`src/rtl/stone_drawer_if.sv`:
```
// Bus between the stone drawer and its environment: frame request,
// stone-RAM read port and the pixel-plot stream.
interface stone_drawer_if;
    logic        start;
    logic [3:0]  quantity;
    logic [31:0] data;
    logic        draw_stone_flag;
    logic [3:0]  draw_index;
    logic [9:0]  x;
    logic [9:0]  y;
    logic [2:0]  colour;
    logic        plot;
    logic        busy;
    logic        done;

    modport master (
        output start, quantity, data,
        input  draw_stone_flag, draw_index, x, y, colour, plot, busy, done
    );

    modport slave (
        input  start, quantity, data,
        output draw_stone_flag, draw_index, x, y, colour, plot, busy, done
    );
endinterface

```
`src/rtl/stone_drawer.sv`:
```
// Scans the stone records for one frame and emits a STONE_SIZE x STONE_SIZE
// square of pixels for every visible stone, clipped to a 320x240 screen.
module stone_drawer #(
    parameter int         STONE_SIZE  = 16,
    parameter logic [2:0] COL_STONE   = 3'b111,
    parameter logic [2:0] COL_GOLD    = 3'b110,
    parameter logic [2:0] COL_DIAMOND = 3'b011
) (
    input  logic          clock,
    input  logic          reset,
    stone_drawer_if.slave bus
);
    localparam int            CW   = (STONE_SIZE > 1) ? $clog2(STONE_SIZE) : 1;
    localparam logic [CW-1:0] LAST = CW'(STONE_SIZE - 1);

    typedef enum logic [2:0] {
        S_IDLE, S_ADDR, S_WAIT, S_LATCH, S_PIXEL, S_NEXT, S_DONE
    } state_t;

    state_t        state_q, state_d;
    logic [3:0]    i_q, i_d;
    logic [3:0]    qty_q, qty_d;
    logic [8:0]    rec_x_q, rec_x_d;
    logic [7:0]    rec_y_q, rec_y_d;
    logic [1:0]    rec_t_q, rec_t_d;
    logic [CW-1:0] col_q, col_d;
    logic [CW-1:0] row_q, row_d;
    logic          flag_q, flag_d;
    logic [3:0]    draw_index_q, draw_index_d;
    logic [9:0]    x_q, x_d;
    logic [9:0]    y_q, y_d;
    logic [2:0]    colour_q, colour_d;
    logic          plot_q, plot_d;
    logic          busy_q, busy_d;
    logic          done_q, done_d;

    logic          emit;
    logic [8:0]    src_x;
    logic [7:0]    src_y;
    logic [1:0]    src_t;
    logic [9:0]    px;
    logic [9:0]    py;
    logic          unused_bits;

    assign unused_bits = ^{bus.data[22:19], bus.data[10:4], bus.data[0]};

    always_comb begin
        state_d      = state_q;
        i_d          = i_q;
        qty_d        = qty_q;
        rec_x_d      = rec_x_q;
        rec_y_d      = rec_y_q;
        rec_t_d      = rec_t_q;
        col_d        = col_q;
        row_d        = row_q;
        flag_d       = flag_q;
        draw_index_d = draw_index_q;
        x_d          = '0;
        y_d          = '0;
        colour_d     = '0;
        plot_d       = 1'b0;
        emit         = 1'b0;

        // The first pixel is emitted on the LATCH transition, before the
        // record registers hold the new stone, so read the fields from data.
        if (state_q == S_LATCH) begin
            src_x = bus.data[31:23];
            src_y = bus.data[18:11];
            src_t = bus.data[3:2];
        end else begin
            src_x = rec_x_q;
            src_y = rec_y_q;
            src_t = rec_t_q;
        end

        case (state_q)
            S_IDLE: begin
                if (bus.start) begin
                    qty_d = bus.quantity;
                    i_d   = '0;
                    if (bus.quantity == 4'd0) begin
                        state_d = S_DONE;
                    end else begin
                        state_d      = S_ADDR;
                        draw_index_d = '0;
                        flag_d       = 1'b1;
                    end
                end
            end
            S_ADDR:  state_d = S_WAIT;
            S_WAIT:  state_d = S_LATCH;
            S_LATCH: begin
                rec_x_d = bus.data[31:23];
                rec_y_d = bus.data[18:11];
                rec_t_d = bus.data[3:2];
                if (bus.data[1]) begin
                    state_d = S_PIXEL;
                    col_d   = '0;
                    row_d   = '0;
                    emit    = 1'b1;
                end else begin
                    state_d = S_NEXT;
                end
            end
            S_PIXEL: begin
                if (col_q == LAST && row_q == LAST) begin
                    state_d = S_NEXT;
                end else begin
                    if (col_q == LAST) begin
                        col_d = '0;
                        row_d = row_q + 1'b1;
                    end else begin
                        col_d = col_q + 1'b1;
                    end
                    emit = 1'b1;
                end
            end
            S_NEXT: begin
                if (i_q == 4'(qty_q - 4'd1)) begin
                    state_d = S_DONE;
                    flag_d  = 1'b0;
                end else begin
                    i_d          = i_q + 4'd1;
                    draw_index_d = i_q + 4'd1;
                    state_d      = S_ADDR;
                end
            end
            S_DONE:  state_d = S_IDLE;
            default: state_d = S_IDLE;
        endcase

        px = {1'b0, src_x} + 10'(col_d);
        py = {2'b0, src_y} + 10'(row_d);
        if (emit) begin
            x_d = px;
            y_d = py;
            case (src_t)
                2'b00:   colour_d = COL_STONE;
                2'b01:   colour_d = COL_GOLD;
                default: colour_d = COL_DIAMOND;
            endcase
            plot_d = (px <= 10'd319) && (py <= 10'd239);
        end

        busy_d = (state_d != S_IDLE);
        done_d = (state_d == S_DONE);
    end

    always_ff @(posedge clock) begin
        if (reset) begin
            state_q      <= S_IDLE;
            i_q          <= '0;
            qty_q        <= '0;
            rec_x_q      <= '0;
            rec_y_q      <= '0;
            rec_t_q      <= '0;
            col_q        <= '0;
            row_q        <= '0;
            flag_q       <= 1'b0;
            draw_index_q <= '0;
            x_q          <= '0;
            y_q          <= '0;
            colour_q     <= '0;
            plot_q       <= 1'b0;
            busy_q       <= 1'b0;
            done_q       <= 1'b0;
        end else begin
            state_q      <= state_d;
            i_q          <= i_d;
            qty_q        <= qty_d;
            rec_x_q      <= rec_x_d;
            rec_y_q      <= rec_y_d;
            rec_t_q      <= rec_t_d;
            col_q        <= col_d;
            row_q        <= row_d;
            flag_q       <= flag_d;
            draw_index_q <= draw_index_d;
            x_q          <= x_d;
            y_q          <= y_d;
            colour_q     <= colour_d;
            plot_q       <= plot_d;
            busy_q       <= busy_d;
            done_q       <= done_d;
        end
    end

    assign bus.draw_stone_flag = flag_q;
    assign bus.draw_index      = draw_index_q;
    assign bus.x               = x_q;
    assign bus.y               = y_q;
    assign bus.colour          = colour_q;
    assign bus.plot            = plot_q;
    assign bus.busy            = busy_q;
    assign bus.done            = done_q;
endmodule

```
`src/flat_wrapper.sv`:
```
// flat-port wrapper written by rule: the top's interface ports become plain ports
module stone_drawer_flat 
#(
    parameter int         STONE_SIZE  = 16,
    parameter logic [2:0] COL_STONE   = 3'b111,
    parameter logic [2:0] COL_GOLD    = 3'b110,
    parameter logic [2:0] COL_DIAMOND = 3'b011
)
  (clock, reset, bus_start, bus_quantity, bus_data, bus_draw_stone_flag, bus_draw_index, bus_x, bus_y, bus_colour, bus_plot, bus_busy, bus_done);
  stone_drawer_if bus_i ();
  input  logic clock;
  input  logic reset;
  input wire logic [$bits(bus_i.start)-1:0] bus_start;
  input wire logic [$bits(bus_i.quantity)-1:0] bus_quantity;
  input wire logic [$bits(bus_i.data)-1:0] bus_data;
  output wire logic [$bits(bus_i.draw_stone_flag)-1:0] bus_draw_stone_flag;
  output wire logic [$bits(bus_i.draw_index)-1:0] bus_draw_index;
  output wire logic [$bits(bus_i.x)-1:0] bus_x;
  output wire logic [$bits(bus_i.y)-1:0] bus_y;
  output wire logic [$bits(bus_i.colour)-1:0] bus_colour;
  output wire logic [$bits(bus_i.plot)-1:0] bus_plot;
  output wire logic [$bits(bus_i.busy)-1:0] bus_busy;
  output wire logic [$bits(bus_i.done)-1:0] bus_done;
  assign bus_i.start = bus_start;
  assign bus_i.quantity = bus_quantity;
  assign bus_i.data = bus_data;
  assign bus_draw_stone_flag = bus_i.draw_stone_flag;
  assign bus_draw_index = bus_i.draw_index;
  assign bus_x = bus_i.x;
  assign bus_y = bus_i.y;
  assign bus_colour = bus_i.colour;
  assign bus_plot = bus_i.plot;
  assign bus_busy = bus_i.busy;
  assign bus_done = bus_i.done;
  stone_drawer #(.STONE_SIZE(STONE_SIZE), .COL_STONE(COL_STONE), .COL_GOLD(COL_GOLD), .COL_DIAMOND(COL_DIAMOND)) u_core (.clock(clock), .reset(reset), .bus(bus_i));
endmodule
```
`config.mk`:
```
export PLATFORM = sky130hd
export DESIGN_NAME = stone_drawer_flat
export DESIGN_NICKNAME = d
export VERILOG_FILES = /design/src/rtl/stone_drawer_if.sv /design/src/rtl/stone_drawer.sv /design/src/flat_wrapper.sv
export SDC_FILE = /design/constraint.sdc
export NUM_CORES = 1
export LEC_CHECK = 0
export ABC_AREA = 1
export BUFFER_PORTS_ARGS = -buffer_cell sky130_fd_sc_hd__buf_2
export CAP_MARGIN = 20
export CELL_PAD_IN_SITES_DETAIL_PLACEMENT = 0
export CELL_PAD_IN_SITES_GLOBAL_PLACEMENT = 1
export CORE_UTILIZATION = 41
export CTS_BUF_LIST = sky130_fd_sc_hd__clkbuf_8
export CTS_CLUSTER_SIZE = 20
export DETAILED_ROUTE_END_ITERATION = 12
export PLACE_DENSITY = 0.91
export SYNTH_ARGS = -nofsm -noshare
export SYNTH_HDL_FRONTEND = slang
export SYNTH_SLANG_ARGS = --single-unit
export TNS_END_PERCENT = 1
```
`constraint.sdc`:
```
create_clock -name clock -period 3.14 [get_ports clock]
set_input_delay 0.157 -clock clock [delete_from_list [all_inputs] [get_ports clock]]
set_output_delay 0.157 -clock clock [all_outputs]
set_load 0.005 [all_outputs]
```
==> summary.log <==
INFO  outcome        status=finished clean
INFO  critical_path  crit_path_max_incr_delay=370ps
INFO  floorplanning  core_region_area=7770um2
INFO  power_and_ir_drop leakage=1.95nW
INFO  min_path       hp-class=input pin to flop
INFO  finish         num_antenna_cells=0
INFO  synthesis      synth.yosys.warnings=0
INFO  synthesis      yosys.area.top_type=dfxtp_1
INFO  sta            finalSetupTns=0ps
INFO  detailed_routing antenna_left=0
INFO  sta            grt_setup_unrepaired=false
INFO  synthesis      yosys-top-cells-count=72 x nand2_1, 68 x dfxtp_1, 68 x nor2_1
INFO  sta            final.hold.worst_slack=67.1ps
INFO  global_routing gr-total-overflow=0
INFO  sta            slew_viol_final=0
INFO  critical_path  crit_buf_inv=4
INFO  finish         fillerInstances=783
INFO  power_and_ir_drop power_per_cell_area=494nW/um2
INFO  sta            finalCritPeriodShare=89.6%
INFO  detailed_routing post_detailed_route_wirelength_per_cell=11.6um
INFO  sta            slew_worst_pin=585ps
INFO  global_routing antenna_found_initial=0
INFO  floorplanning  die-height=91.8um
INFO  finish         drive_above_1_share=24.7%
INFO  floorplanning  die_x=91.8um
INFO  synthesis      post_synth_fa_ha_maj_area_fraction=5.75%
INFO  synthesis      synth_enable_flop_cells=0
INFO  place          dpl.hpwl=5240um
INFO  clock_network  clock_latency=340ps
INFO  detailed_routing detail_route.wirelength=7090um
INFO  clock_network  cts_tree=done
INFO  detailed_routing drc=0
INFO  synthesis      post_synthesis_compound_gate_area_fraction=12.1%
INFO  floorplanning  design.portCount=70
INFO  clock_network  maximum_clock_insertion_buffer_count=2
INFO  place          buffer_ports.inserted=56
INFO  sta            setup_viol=0
INFO  floorplanning  rows=32
INFO  clock_network  cts.root.buffer_cell=clkbuf_8
INFO  synthesis      synth_fp_nets=495
INFO  critical_path  timing.critical_path.cells=ha_2, nand2_1, nor2_4, inv_2, nor2_2, inv_1, nand2_1, nand3_1, nand2_1, ha_1, inv_1, fa_2, nor2_2, o21a_1, nor2_1, nor2_1, inv_1, nand3_1, nor2_1, a21oi_1, nand2_1, a21oi_2
INFO  finish         nNetsFinal=559
INFO  global_routing pin_count_of_the_biggest_net_entering_global_routing=40
INFO  critical_path  worst_path_dominant_cell_family=simple AND/OR/NAND/NOR gates
INFO  synthesis      async_reset_ff_share=0%
INFO  floorplanning  fp.dieArea=8430um2
INFO  power_and_ir_drop ir_drop=0.000279V
INFO  global_routing grt_pass1_wl=12200um
INFO  sta            max-slew-margin-rel=61.0%
INFO  critical_path  cp_max_fo=5
INFO  critical_path  cp.arrival=3100ps
INFO  global_routing first_global_vias=2794
INFO  clock_network  tritoncts_num_sinks=68
INFO  synthesis      post_synth_and_or_nand_nor_area_fraction=28.7%
INFO  place          dpl_cell_area=3710um2
INFO  synthesis      number_of_standard_cells_after_synthesis=442
INFO  clock_network  cts_hold_buffers=0
INFO  synthesis      ranking_of_synthesized_cells_by_area=dfxtp_1 41%, nand2_1 8.2%, nor2_1 7.7%, inv_1 7.5%, a21oi_1 4.7%
INFO  critical_path  slowest_cell_on_crit_path=dfxtp_2
INFO  clock_network  cts.reportedPaths.clkPinSlew=80ps
INFO  detailed_routing first_iter_violations=77
INFO  power_and_ir_drop total_power=0.00194W
INFO  synthesis      synth_most_common_cell=nand2_1
INFO  critical_path  critical_path_class=flop to flop
INFO  synthesis      synth.top_cell.area_share=41.2%
INFO  synthesis      synth_top_family_by_area=simple AND/OR/NAND/NOR gates
INFO  sta            finalCriticalPeriod=2810ps
INFO  synthesis      synthesis.area=3310um2
INFO  global_routing groute.usage.overall=18.1%
INFO  clock_network  h-tree-depth=3
INFO  detailed_routing vias=2846
INFO  job            timing.max_cap.violations=0
INFO  synthesis      synth.mux.area_fraction=0.303%
INFO  clock_network  postCtsResizedCells=0
INFO  synthesis      ys_seq_elements=68
INFO  finish         synthToLayoutAreaGrowth=18.7%
INFO  synthesis      syn_avg_cell_area=7.48um2
INFO  synthesis      synth.yosys.seq_area_share=41.2%
INFO  clock_network  post_cts.repair.setup_buffers=0
INFO  critical_path  cp-start-kind=flop
INFO  synthesis      synth_ff_type=dfxtp_1
INFO  detailed_routing viasPerCell=4.64
INFO  finish         postLayoutCellArea=3930um2
INFO  floorplanning  start_util=42.6%
INFO  critical_path  worst_ep_required_time=3420ps
INFO  place          place.gp.congestion=0.815
INFO  critical_path  setup.worst_path.end_class=flop
INFO  critical_path  path_common_cell=nand2_1
INFO  sta            final_report_hold_violation_count=0
INFO  sta            clock.fmax=356MHz
INFO  synthesis      xor_xnor_cell_area_share_of_the_yosys_netlist=2.38%
INFO  synthesis      synth.distinct_cells=46
INFO  sta            worst_clock_skew=9.98ps
INFO  clock_network  cts_inserted_buffers=9
INFO  detailed_routing first_pass_iters=4
## final timing paths
| path | startpoint | end | slack [ps] | cells after the start |
|---|---|---|---|---|
| max | u_core.col_q[0]$_SDFF_PP0_ | u_core.bus.plot$_SDFF_PP0_ | 330 | 22 |
| min | reset | u_core.bus.colour[1]$_SDFF_PP0_ | 70 | 2 |
| max reg2reg | u_core.col_q[0]$_SDFF_PP0_ | u_core.bus.plot$_SDFF_PP0_ | 330 | 22 |
| min reg2reg | u_core.bus.draw_index[1]$_SDFFE_PP0P_ | u_core.bus.draw_index[1]$_SDFFE_PP0P_ | 460 | 2 |
## kinds of logic after synthesis
family,after synthesis
xor+xnor,9
simple gates,202
compound gates,68
fa+ha+maj,14
mux,1
other cells,1
buf+inv,79
flops,68
## flip-flops by register name (all words and copies together) (netlist names)
signal / count
u_core.bus.busy: 1
u_core.bus.colour: 3
u_core.bus.done: 1
u_core.bus.draw_index: 4
u_core.bus.draw_stone_flag: 1
u_core.bus.plot: 1
u_core.bus.x: 10
u_core.bus.y: 9
u_core.col_q: 4
u_core.i_q: 4
u_core.qty_q: 4
u_core.rec_t_q: 2
u_core.rec_x_q: 9
u_core.rec_y_q: 8
u_core.row_q: 4
u_core.state_q: 3
## worst reg2reg max path: cells and delay by family, from the launching register on
family / cells / cell delay [ps]
compound gates: 3 / 400
fa+ha+maj: 3 / 690
buf+inv: 4 / 270
flops: 1 / 370
simple gates: 12 / 1040
## placed cells by master, fill, tap and decap left out, types with 2 or more instances in the layout
master    instances
xnor2_1           6
clkinv_2          2
inv_6             2
clkbuf_8          9
nand2_4           4
inv_2             5
nor3_1            3
nand2_2          10
dfxtp_2           2
nand4_1           2
dfxtp_1          66
ha_1             11
buf_4             6
o21ai_2           6
o21ai_1           2
or2_2             6
a21oi_1          31
xor2_1            3
nor2_1           66
inv_1            65
or2_1             5
nand2_1          72
o22ai_1           2
buf_2            56
nand3_1          21
nor2_4            3
o21ai_0          18
nor2_2            3
## per-layer routing
metal	global-route usage [%]	up-vias	wire, um
met3	2.82	7	309
met4	7.03	0	87
met1	23.4	1270	3440
li1	-	1520	-
met5	0	-	0
met2	30.4	49	3250
## metrics by stage
step,cells,util (%),worst slack (ps)
3_5_place_dp,597,47.8,149
3_3_place_gp,597,47.8,211
4_1_cts,613,50.3,130
6_report,613,50.5,327
2_1_floorplan,442,-,440
5_1_grt,613,50.5,49.4
## layout make-up
type | instances | area [um2] | share of cell area, %
inverter | 70 | 263 | 6.69
clock inverter | 7 | 73.8 | 1.88
multi-input combinational | 295 | 1650 | 42.0
tap | 102 | 128 | 3.25
sequential | 68 | 1360 | 34.7
timing repair buffer | 62 | 325 | 8.29
clock buffer | 9 | 124 | 3.16
## where the power goes
group / total (W) / switching, W / internal, W
logic: 0.000289 / 0.000181 / 0.000108
clock network: 0.000733 / 0.000362 / 0.000371
registers: 0.000918 / 0.0000200 / 0.000898
Note: power is estimated with default switching activity, not from simulation.
